--- config.mk ---
export PLATFORM = sky130hd
export DESIGN_NAME = i2s_audio_tx
export DESIGN_NICKNAME = d
export VERILOG_FILES = /design/src/rtl/i2s_audio_tx.sv
export SDC_FILE = /design/constraint.sdc
export NUM_CORES = 1
export LEC_CHECK = 0
export ABC_AREA = 1
export CORE_AREA = 2 2 137 139
export CTS_BUF_LIST = sky130_fd_sc_hd__clkbuf_16
export DETAILED_ROUTE_END_ITERATION = 10
export DIE_AREA = 0 0 139 141
export GPL_TIMING_DRIVEN = 0
export PLACE_DENSITY_LB_ADDON = 0.08
export SLEW_MARGIN = 30
export SYNTH_ARGS = -nofsm -noshare
export SYNTH_HDL_FRONTEND = slang
export SYNTH_SLANG_ARGS = --single-unit
--- constraint.sdc ---
create_clock -name clk -period 3.1 [get_ports clk]
set_input_delay 0.62 -clock clk [delete_from_list [all_inputs] [get_ports clk]]
set_output_delay 0.62 -clock clk [all_outputs]
set_load 0.005 [all_outputs]
--- src/rtl/i2s_audio_tx.sv ---
// I2S transmitter: serialises 16-bit stereo PCM with BCK/LRCK derived from clk by a fractional accumulator.
// Optional macro I2S_LEFT_JUSTIFIED_EN selects left-justified framing instead of standard Philips I2S.
module i2s_audio_tx #(
   parameter int unsigned CLK_RATE    = 32'd28636360,
   parameter int unsigned SAMPLE_RATE = 32'd48000,
   parameter bit          SIGNED_IN   = 1'b1
) (
   input  logic        clk,
   input  logic        reset,
   input  logic [15:0] left_in,
   input  logic [15:0] right_in,
   input  logic        in_strobe,
   output logic        sample_req,
   output logic        overrun,
   output logic        I2S_BCK,
   output logic        I2S_LRCK,
   output logic        I2S_DATA
);

   localparam logic [32:0] INC_C  = 33'(64'd128 * 64'(SAMPLE_RATE));
   localparam logic [32:0] RATE_C = 33'(CLK_RATE);

   // Each BCK half must span at least two clk cycles.
   if (64'(CLK_RATE) < 64'd256 * 64'(SAMPLE_RATE)) begin : g_rate_check
      $error("i2s_audio_tx: CLK_RATE must be >= 256*SAMPLE_RATE");
   end

   logic [31:0] acc_r;
   logic        bck_r;
   logic [5:0]  bit_cnt_r;
   logic [15:0] shadow_l_r;
   logic [15:0] shadow_r_r;
   logic [15:0] frame_l_r;
   logic [15:0] frame_r_r;
   logic        pending_r;
   logic        overrun_r;
   logic        sample_req_r;
   logic        lrck_r;
   logic        data_r;

   logic [32:0] sum_s;
   logic [31:0] acc_nxt_s;
   logic        tick_s;
   logic        fall_tick_s;
   logic        frame_start_s;
   logic [5:0]  cnt_nxt_s;
   logic [4:0]  slot_s;
   logic [3:0]  idx_s;
   logic [15:0] load_l_s;
   logic [15:0] load_r_s;
   logic [15:0] frame_l_nxt_s;
   logic [15:0] frame_r_nxt_s;
   logic [15:0] word_s;
   logic        data_nxt_s;

   // Fractional accumulator producing the half-bit tick.
   always_comb begin
      sum_s     = {1'b0, acc_r} + INC_C;
      acc_nxt_s = 32'(sum_s);
      tick_s    = 1'b0;
      if (sum_s >= RATE_C) begin
         acc_nxt_s = 32'(sum_s - RATE_C);
         tick_s    = 1'b1;
      end else begin
         acc_nxt_s = 32'(sum_s);
         tick_s    = 1'b0;
      end
      fall_tick_s   = tick_s & bck_r;
      cnt_nxt_s     = bit_cnt_r + 6'd1;
      frame_start_s = fall_tick_s & (bit_cnt_r == 6'd63);
   end

   // Frame word selection; the new frame's word is already visible on the wrap tick.
   always_comb begin
      load_l_s = shadow_l_r;
      load_r_s = shadow_r_r;
      if (SIGNED_IN) begin
         load_l_s = shadow_l_r;
         load_r_s = shadow_r_r;
      end else begin
         load_l_s = {~shadow_l_r[15], shadow_l_r[14:0]};
         load_r_s = {~shadow_r_r[15], shadow_r_r[14:0]};
      end
      frame_l_nxt_s = frame_l_r;
      frame_r_nxt_s = frame_r_r;
      if (frame_start_s) begin
         frame_l_nxt_s = load_l_s;
         frame_r_nxt_s = load_r_s;
      end else begin
         frame_l_nxt_s = frame_l_r;
         frame_r_nxt_s = frame_r_r;
      end
      word_s = frame_l_nxt_s;
      if (cnt_nxt_s[5]) begin
         word_s = frame_r_nxt_s;
      end else begin
         word_s = frame_l_nxt_s;
      end
   end

   // Serial bit for the slot that becomes current on the next falling tick.
   always_comb begin
      slot_s     = cnt_nxt_s[4:0];
      idx_s      = 4'd0;
      data_nxt_s = 1'b0;
`ifdef I2S_LEFT_JUSTIFIED_EN
      if (slot_s < 5'd16) begin
         idx_s      = 4'(5'd15 - slot_s);
         data_nxt_s = word_s[idx_s];
      end else begin
         idx_s      = 4'd0;
         data_nxt_s = 1'b0;
      end
`else
      if ((slot_s >= 5'd1) && (slot_s <= 5'd16)) begin
         idx_s      = 4'(5'd16 - slot_s);
         data_nxt_s = word_s[idx_s];
      end else begin
         idx_s      = 4'd0;
         data_nxt_s = 1'b0;
      end
`endif
   end

   // Bit clock, bit counter and serial outputs.
   always_ff @(posedge clk or posedge reset) begin
      if (reset) begin
         acc_r     <= 32'd0;
         bck_r     <= 1'b0;
         bit_cnt_r <= 6'd0;
         lrck_r    <= 1'b0;
         data_r    <= 1'b0;
      end else begin
         acc_r <= acc_nxt_s;
         if (tick_s) begin
            bck_r <= ~bck_r;
         end
         if (fall_tick_s) begin
            bit_cnt_r <= cnt_nxt_s;
            lrck_r    <= cnt_nxt_s[5];
            data_r    <= data_nxt_s;
         end
      end
   end

   // Shadow capture, frame load and handshake flags.
   always_ff @(posedge clk or posedge reset) begin
      if (reset) begin
         shadow_l_r   <= 16'd0;
         shadow_r_r   <= 16'd0;
         frame_l_r    <= 16'd0;
         frame_r_r    <= 16'd0;
         pending_r    <= 1'b0;
         overrun_r    <= 1'b0;
         sample_req_r <= 1'b0;
      end else begin
         if (in_strobe) begin
            shadow_l_r <= left_in;
            shadow_r_r <= right_in;
         end
         frame_l_r    <= frame_l_nxt_s;
         frame_r_r    <= frame_r_nxt_s;
         sample_req_r <= frame_start_s;
         pending_r    <= in_strobe | (pending_r & ~frame_start_s);
         // A strobe landing on the frame start is not an overrun: the old shadow is consumed.
         if (in_strobe && pending_r && !frame_start_s) begin
            overrun_r <= 1'b1;
         end
      end
   end

   assign sample_req = sample_req_r;
   assign overrun    = overrun_r;
   assign I2S_BCK    = bck_r;
   assign I2S_LRCK   = lrck_r;
   assign I2S_DATA   = data_r;

endmodule
# Yosys cells after proc, flatten, opt, wreduce, memory -nomap -nowiden
# Index checks and enable logic that the tools add are counted.
# word_totals
regBits	108
in_bits	35
output_inout_bits	5
# classes
eq_ne	1
n_bitwise	6
muxes	8
n_reduce_logical	4
n_addsub	4
magnitude_cmp	4
# ops
operator	count
two-way mux 16 bit	3
adder 32 x 23 -> 33 bit (second input constant)	1
greater-or-equal comparator 33 x 25 -> 1 bit (second input constant)	1
two-way mux 32 bit	1
subtractor 32 x 25 -> 32 bit (second input constant)	1
adder 6 x 1 -> 6 bit (second input constant)	1
== test 6 bit (second input constant)	1
greater-or-equal comparator 5 x 1 -> 1 bit (second input constant)	1
<= comparator 5 bit (second input constant)	1
< comparator 4 x 5 -> 1 bit (second input constant)	1
binary-select mux 1 bit (select 4 bit)	1
subtractor 1 x 4 -> 4 bit (first input constant)	1
bitwise AND 1 bit	3
logical AND 1 bit	3
two-way mux 1 bit	3
NOT 1 bit	2
logical NOT 1 bit	1
OR 1 bit	1

# Depth between registers and ports, before layout
# Gate-level depths: netlist (run 1).
# logic_depth
ltp_word	10
ltp_mapped	27
ltp_nobuf	26

# Worst setup path after synthesis (run 1)
# OpenSTA, ideal clock, no wires.
# synth_timing
path_kind	register to register
from	reg acc_r[14]
to	reg data_r, in the netlist I2S_DATA
path_buffers	1
t_required_ps	2983
setup_time_ps	117
arrival_time_ps	2521
path_stages_with_launch	27
slack_ps	462
cell_sequence	dfrtp_1 inv_2 ha_1 nand2_1 nand2_1 nand2_1 nand2_1 nand2_1 nand2_1 nand2_1 nor2_4 nand3_2 nor2_1 nand2_1 nand2_4 nand3_4 buf_6 nand2_2 inv_2 nor2_1 nor2_1 nor2_1 nor2_1 nand2_1 nand3_1 nand3_1 nand2_1
# synth_via
elab_chain_len	10
# synth_lines
item	line_no	source
start, declared	28	logic [31:0] acc_r;
start signal, assigned	134	acc_r <= acc_nxt_s;
adder 32 x 23 -> 33 bit (*)	58	sum_s = {1'b0, acc_r} + INC_C;
greater-or-equal comparator 33 x 25 -> 1 bit (*)	61	if (sum_s >= RATE_C) begin
two-way mux 1 bit (*)	61	
bitwise AND 1 bit (*)	68	fall_tick_s = tick_s & bck_r;
bitwise AND 1 bit	70	frame_start_s = fall_tick_s & (bit_cnt_r == 6'd63);
two-way mux 16 bit	86	if (frame_start_s) begin
two-way mux 16 bit	94	if (cnt_nxt_s[5]) begin
binary-select mux 1 bit (select 4 bit)	117	data_nxt_s = word_s[idx_s];
two-way mux 1 bit (implied by the code)	117	
two-way mux 1 bit	115	if ((slot_s >= 5'd1) && (slot_s <= 5'd16)) begin
end signal, assigned	141	data_r <= data_nxt_s;
end, declared	39	logic data_r;
# Every way passes the cells marked *; elsewhere a longest branch is shown, timed or not. The select of a mux whose other input is x is not followed.
# A chain may end at the register's enable or synchronous reset.

# Worst setup path in the final report (run 1)
# layout_timing
from	reg acc_r[22]
to	reg data_r, in the netlist I2S_DATA
# The elaborated chain is that of the path after synthesis.

==> results of run 1 <==
-- worst paths after layout --
| kind | end | depth (start not counted) |
|---|---|---|
| max in group asynchronous | I2S_BCK$_DFFE_PP0N_ | 5 |
| hold reg to reg | overrun$_DFFE_PP0P_ | 1 |
| setup reg to reg | I2S_DATA$_DFFE_PP0P_ | 23 |
| hold / removal | overrun$_DFFE_PP0P_ | 1 |
| min in group asynchronous | frame_l_r[1]$_DFF_PP0_ | 2 |
| setup / recovery | I2S_DATA$_DFFE_PP0P_ | 23 |
-- Yosys cell counts (all sizes together) --
master  count
nand2     227
inv       126
dfrtp     104
nand3      85
nor2       67
o21ai      45
nand4      40
and2       26
xor2       25
buf        18
clkbuf     12
a21oi       9
xnor2       6
ha          5
nor3        4
a31oi       3
nor4        2
o22ai       2
a21o        1
a31o        1
mux2        1
nand3b      1
o211ai      1
o21a        1
o221ai      1
o31ai       1
o41ai       1
-- power groups by stage --
stage | combinational (mW) | clock [mW] | sequential, mW
after floorplan | 0.0691 | 0 | 1.43
after global placement | 0.143 | 0 | 1.43
after detailed placement | 0.162 | 0 | 1.43
after CTS | 0.162 | 1.34 | 1.40
after global routing | 0.179 | 1.39 | 1.41
final | 0.156 | 1.31 | 1.40
-- area by class of cell --
cell class,instances,area [um^2],area share
plain buffers,30,211,0.0272
clock buffers,9,225,0.0289
clock inverters,7,110,0.0142
inverters,126,489,0.0629
multi-input cells,555,3170,0.407
flip-flops and latches,104,2600,0.335
well taps,234,293,0.0376
repair buffers,62,678,0.0872
-- routing by layer --
| metal | share of wire | track usage | routed length (um) |
|---|---|---|---|
| met5 | 0 | 0 | 0 |
| met4 | 0.020 | 0.0579 | 331 |
| met3 | 0.024 | 0.0221 | 397 |
| met2 | 0.52 | 0.300 | 8420 |
| met1 | 0.44 | 0.203 | 7160 |
-- worst max-delay path: stages, from the launching register on --
cell and delay [ps]:
dfrtp_2 450, inv_6 110, nand2_1 110, nor2_2 130, nand3_1 120, nand4_1 130, nand2_2 90, nor2_4 160
nand3_4 100, nor2_4 130, nand2_2 80, nand2_4 120, nand3_4 200, buf_12 240, nand2_4 50, inv_2 40
nor2_4 110, nor2_1 50, nor2_1 110, nor2_1 50, nand2_1 80, nand3_2 80, nand3_2 70, nand2_1 50
-- sequential cells by signal (all words and copies together) (netlist names) --
name,flops
acc_r,29
frame_l_r,16
frame_r_r,16
load_l_s,16
load_r_s,16
bit_cnt_r,6
I2S_BCK,1
I2S_DATA,1
overrun,1
pending_r,1
sample_req,1
-- stage by stage --
step | cells | setup slack, ps
floorplan | 815 | 462
global placement | 1087 | -324
detailed placement | 1091 | -260
CTS | 1110 | 9.87
global route | 1127 | -49.3
finish | 1127 | 113
-- cell families after synthesis --
logic type,Yosys count
adder cells (fa/ha/maj),5
buffers and inverters,156
AO/OA/AOI/OAI,66
XOR/XNOR,31
multiplexers,1
AND/OR/NAND/NOR,452
flip-flops,104
-- repair_timing --
item,CTS,global route
gates cloned,0,3
buffers inserted,3,14
endpoints found under the setup margin,25,25
resized for setup,6,108
pin swaps,2,39
==> run metrics, run 1 <==
commonest non-fill, non-tap cells in the layout nand2_1 (184), inv_1 (110), dfrtp_1 (103); HP Start overrun$_DFFE_PP0P_; Syn Nets 855; largest family of logic cells by synthesized area simple AND/OR/NAND/NOR gates; Finished Cell Area 0.00778 mm^2; crit path launch type register; drt total wl around 16000 um; Adder-Cell Fraction of Synth Area 0.0103; total global routing overflow 0; top cells by area, synth dfrtp_1 (43%), nand2_1 (13%), inv_1 (7.0%); initial DRC count 331; nets@finish 928; cell count after synthesis 815; Psw 0.621 mW; Final Setup Violations 0; xor and xnor area share after synthesis 0.0449; maximum VDD drop approximately 0.00023 V; Final Core Density 0.426; largest net degree at the start of global routing 30; P per Cell Area roughly 370 mW/mm^2; DRC Markers 0; Synth Area per Inst 7.42 um^2; post-layout minimum cycle time 2990 ps; Rel. slew slack 0.618; signal arrival time at the worst endpoint 3240 ps; Sw Ratio 0.217; leakage 3.87 nW; cell taking the most area after synthesis dfrtp_1; vias in the first global route 5247; actual slew at the worst max-slew pin 573 ps; IO Port Bufs 38; gp weighted congestion 0.901; via count 5402; Area growth syn-to-layout 28.6%; post-synth top area share 0.430; CTS tree built; register area share after synthesis 0.430; WL/cell 14.5 um; Final Max Tran Viols 0; clk_lat worst skew approximately 350 ps; Fmax achieved 335 MHz; Die W approximately 140 um; dpl hpwl 12100 um; FF+latch count, synth between 100 and 150; post-route ant nets 0; die area 0.0196 mm^2; unrepaired setup endpoints after global routing true; Power, Total roughly 2.9 mW; post-DR vias/cell 4.79; Reg clk slew, reported paths 70 ps; crit end category register; commonest non-fill, non-tap cell in the layout nand2_1; worst setup path class reg2reg; Ports 40; Reg2Reg Setup Slack ~110 ps; CTS Buffer Depth 2; Worst Path Required 3350 ps; sequential share of power 0.490; Synth Area in Simple Gates 0.345; Hold Crit Class reg2reg; share of layout cells above drive strength 1 0.186; first-pass GRT wire length approximately 26000 um; area of the core 0.0183 mm^2; Comb power frac 0.054; CTS Buf Count 9; CP Max Fanout 9; total iterations of the first detailed-routing run 4; fill count around 1900; H-tree levels 3; Critical R2R Launch acc_r[22]$_DFF_PP0_; mux cell area share after synthesis 0.00186; starting density of the core 0.331; initial antenna violation count 0; Die Ht approximately 140 um; worst hold slack 470 ps; Clock Power Share 0.456; YS warnings 0; Synth Area in Compound Gates 0.0622; status completed; Hold Fails Final Rpt 0; Clock Tree Root clkbuf_16; Global Route Usage Sum 0.166; max_cap viols 0; Yosys cell types 41; clock skew 6.74 ps; Final period util 0.964; Rows 50; Critical Path Source acc_r[22]$_DFF_PP0_; hold buffer count at cts 0; Post-Syn Area 0.00605 mm^2; number of diodes 0; internal power ~2.2 mW; Sink Count 104; TNS Setup 0 ps; Placed Area 0.00683 mm^2
Power figures use the tool's default switching activity.
==> run 2, diff against run 1 <==
Settings changed: ABC_CLOCK_PERIOD_IN_PS set to 3100, CORE_AREA 2 2 137 139 to 2 2 109 111, DIE_AREA 0 0 139 141 to 0 0 111 113, GPL_TIMING_DRIVEN 0 to not set.
==> run 2 against run 1 <==
Die area shrank 36%. Clock skew is 2.3 ps higher. Fmax is 2.4% higher. Routed wire length down 11%. Largest power group unchanged. Sequential cell count is the same. Power is 8.6% lower. Worst setup slack improved by 71 ps. First-iteration DRC count grew 36%. Count of clock-buffer cells in the layout did not move.
==> run metrics, run 2 (synthesis results as in run 1) <==
Reg clk slew, reported paths 80 ps (about the same); post-layout minimum cycle time 2920 ps (-71.0 ps); clock skew 9.00 ps (+2.25 ps); maximum VDD drop 0.000579 V (+150%); Final Max Tran Viols 0 (unchanged); Placed Area 0.00663 mm^2 (-2.9%); hold buffer count at cts 0 (unchanged); Clock Tree Root clkbuf_16; H-tree levels 3 (unchanged); crit end category register; drt total wl 14600 um (-11%); die area 0.0125 mm^2 (-36%); Die W 111 um (-20%); Rows 39 (-22%); max_cap viols 0 (unchanged); first-pass GRT wire length 24300 um (-6.7%); nets@finish 905 (-2.5%); largest net degree at the start of global routing 54 (+80%); Sink Count 104 (unchanged); gp weighted congestion 0.935 (+3.8%); actual slew at the worst max-slew pin 742 ps (+168 ps); Final period util 0.941 (-0.0229); CP Max Fanout 8 (-1); starting density of the core 0.537 (+0.206); clk_lat worst skew 360 ps (about the same); fill count 999 (-47%); max reg flops 29 (unchanged); post-DR vias/cell 5.33 (+11%); leakage 3.71 nW (-4.2%); TNS Setup 0 ps (unchanged); Worst Path Required 3350 ps (about the same); WL/cell 14.4 um (-0.63%); largest reg by FF count acc_r; IO Port Bufs 39 (+2.6%); share of layout cells above drive strength 1 0.157 (-0.0284); crit path launch type register; area of the core 0.0113 mm^2 (-38%); dpl hpwl 10200 um (-16%); commonest non-fill, non-tap cells in the layout nand2_1 (193), inv_1 (111), dfrtp_1 (100); Ports 40 (unchanged); r2r worst-path depth 25 (+8.7%); Finished Cell Area 0.00727 mm^2 (-6.5%); number of diodes 0 (unchanged); status completed; Multi-input gate area 0.00303 mm^2 (-4.5%); register area 0.00261 mm^2 (+0.14%); total global routing overflow 0 (unchanged); Finished Layout Cells 1013 (-10%); Fmax achieved 343 MHz (+2.4%); CTS Buf Count 9 (unchanged); post-route ant nets 0 (unchanged); Reg2Reg Setup Slack 180 ps (+70 ps); initial DRC count 450 (+36%); CTS Buffer Depth 2 (unchanged); via count 5395 (-0.13%); worst setup path class reg2reg; P per Cell Area 360 mW/mm^2 (-2.2%); commonest non-fill, non-tap cell in the layout nand2_1; Area growth syn-to-layout 20.2%; initial antenna violation count 0 (unchanged); Final Setup Violations 0 (unchanged); Global Route Usage Sum 0.239 (+0.0727); Rel. slew slack 0.506 (-0.112); total iterations of the first detailed-routing run 5 (+1); worst hold path depth 2 (+1); Hold Fails Final Rpt 0 (unchanged); DRC Markers 0 (unchanged); Hold Crit Class reg2reg; CTS tree built; signal arrival time at the worst endpoint 3170 ps (-70 ps); vias in the first global route 5344 (+1.8%); Die Ht 113 um (-20%); placed insts 984 (-9.8%)
run 2: metrics by stage:
step           worst slack, ps  power (mW)  hold WS (ps)   util
2_1_floorplan              462        1.50           443      -
3_3_place_gp               154        1.57           461  0.588
3_5_place_dp              35.0        1.57           464  0.588
4_1_cts                   32.1        2.65           482  0.612
5_1_grt                  -60.1        2.72           504  0.645
6_report                   184        2.62           481  0.645
run 2: worst paths after layout:
check	from	endpoint
worst max-delay path	acc_r[14]$_DFF_PP0_	I2S_DATA$_DFFE_PP0P_
min in group asynchronous	reset	load_r_s[11]$_DFFE_PP0P_
worst max register to register	acc_r[14]$_DFF_PP0_	I2S_DATA$_DFFE_PP0P_
worst min register to register	frame_r_r[1]$_DFF_PP0_	frame_r_r[1]$_DFF_PP0_
max in group asynchronous	reset	frame_l_r[7]$_DFF_PP0_
worst min-delay path	frame_r_r[1]$_DFF_PP0_	frame_r_r[1]$_DFF_PP0_
run 2: area by class of cell:
class / instances / area share
multi-input combinational: 555 / 0.416
sequential: 104 / 0.358
timing repair buffer: 69 / 0.0975
inverter: 126 / 0.0662
clock buffer: 9 / 0.0310
tap: 143 / 0.0246
clock inverter: 7 / 0.00619
run 2: layer usage:
layer,vias up,part of all wire,track usage
met2,113,0.51,0.426
met1,2572,0.42,0.287
met4,0,0.029,0.0850
li1,2676,-,-
met5,-,0,0
met3,34,0.034,0.0498
run 2: repair_timing:
| item | in CTS | in global routing |
|---|---|---|
| gates resized for setup | 0 | 69 |
| endpoints found under the setup margin | 0 | 4 |
| setup buffers | 0 | 10 |
run 2: critical path, cell delays in order (launching register included):
cell and delay, ps:
dfrtp_1 380, inv_2 90, ha_4 150, a21oi_2 60, buf_4 130, nand2_1 90, nand3_1 110, nand2_2 110
nand2_2 90, nor2_4 110, nand3_2 100, nor2_2 150, nand2_2 80, nand2_4 90, nand3_4 180, clkbuf_16 240
nand2_2 60, o21ai_2 50, nand2_1 50, nand2_1 50, nor2_1 120, nor2_1 50, nand2_1 60, nand3_1 70
nand3_1 70, nand2_1 50
run 2: power breakdown:
part / total [mW] / internal, mW / switching (mW)
sequential: 1.40 / 1.39 / 0.0103
combinational: 0.136 / 0.0602 / 0.0761
clock: 1.08 / 0.547 / 0.533
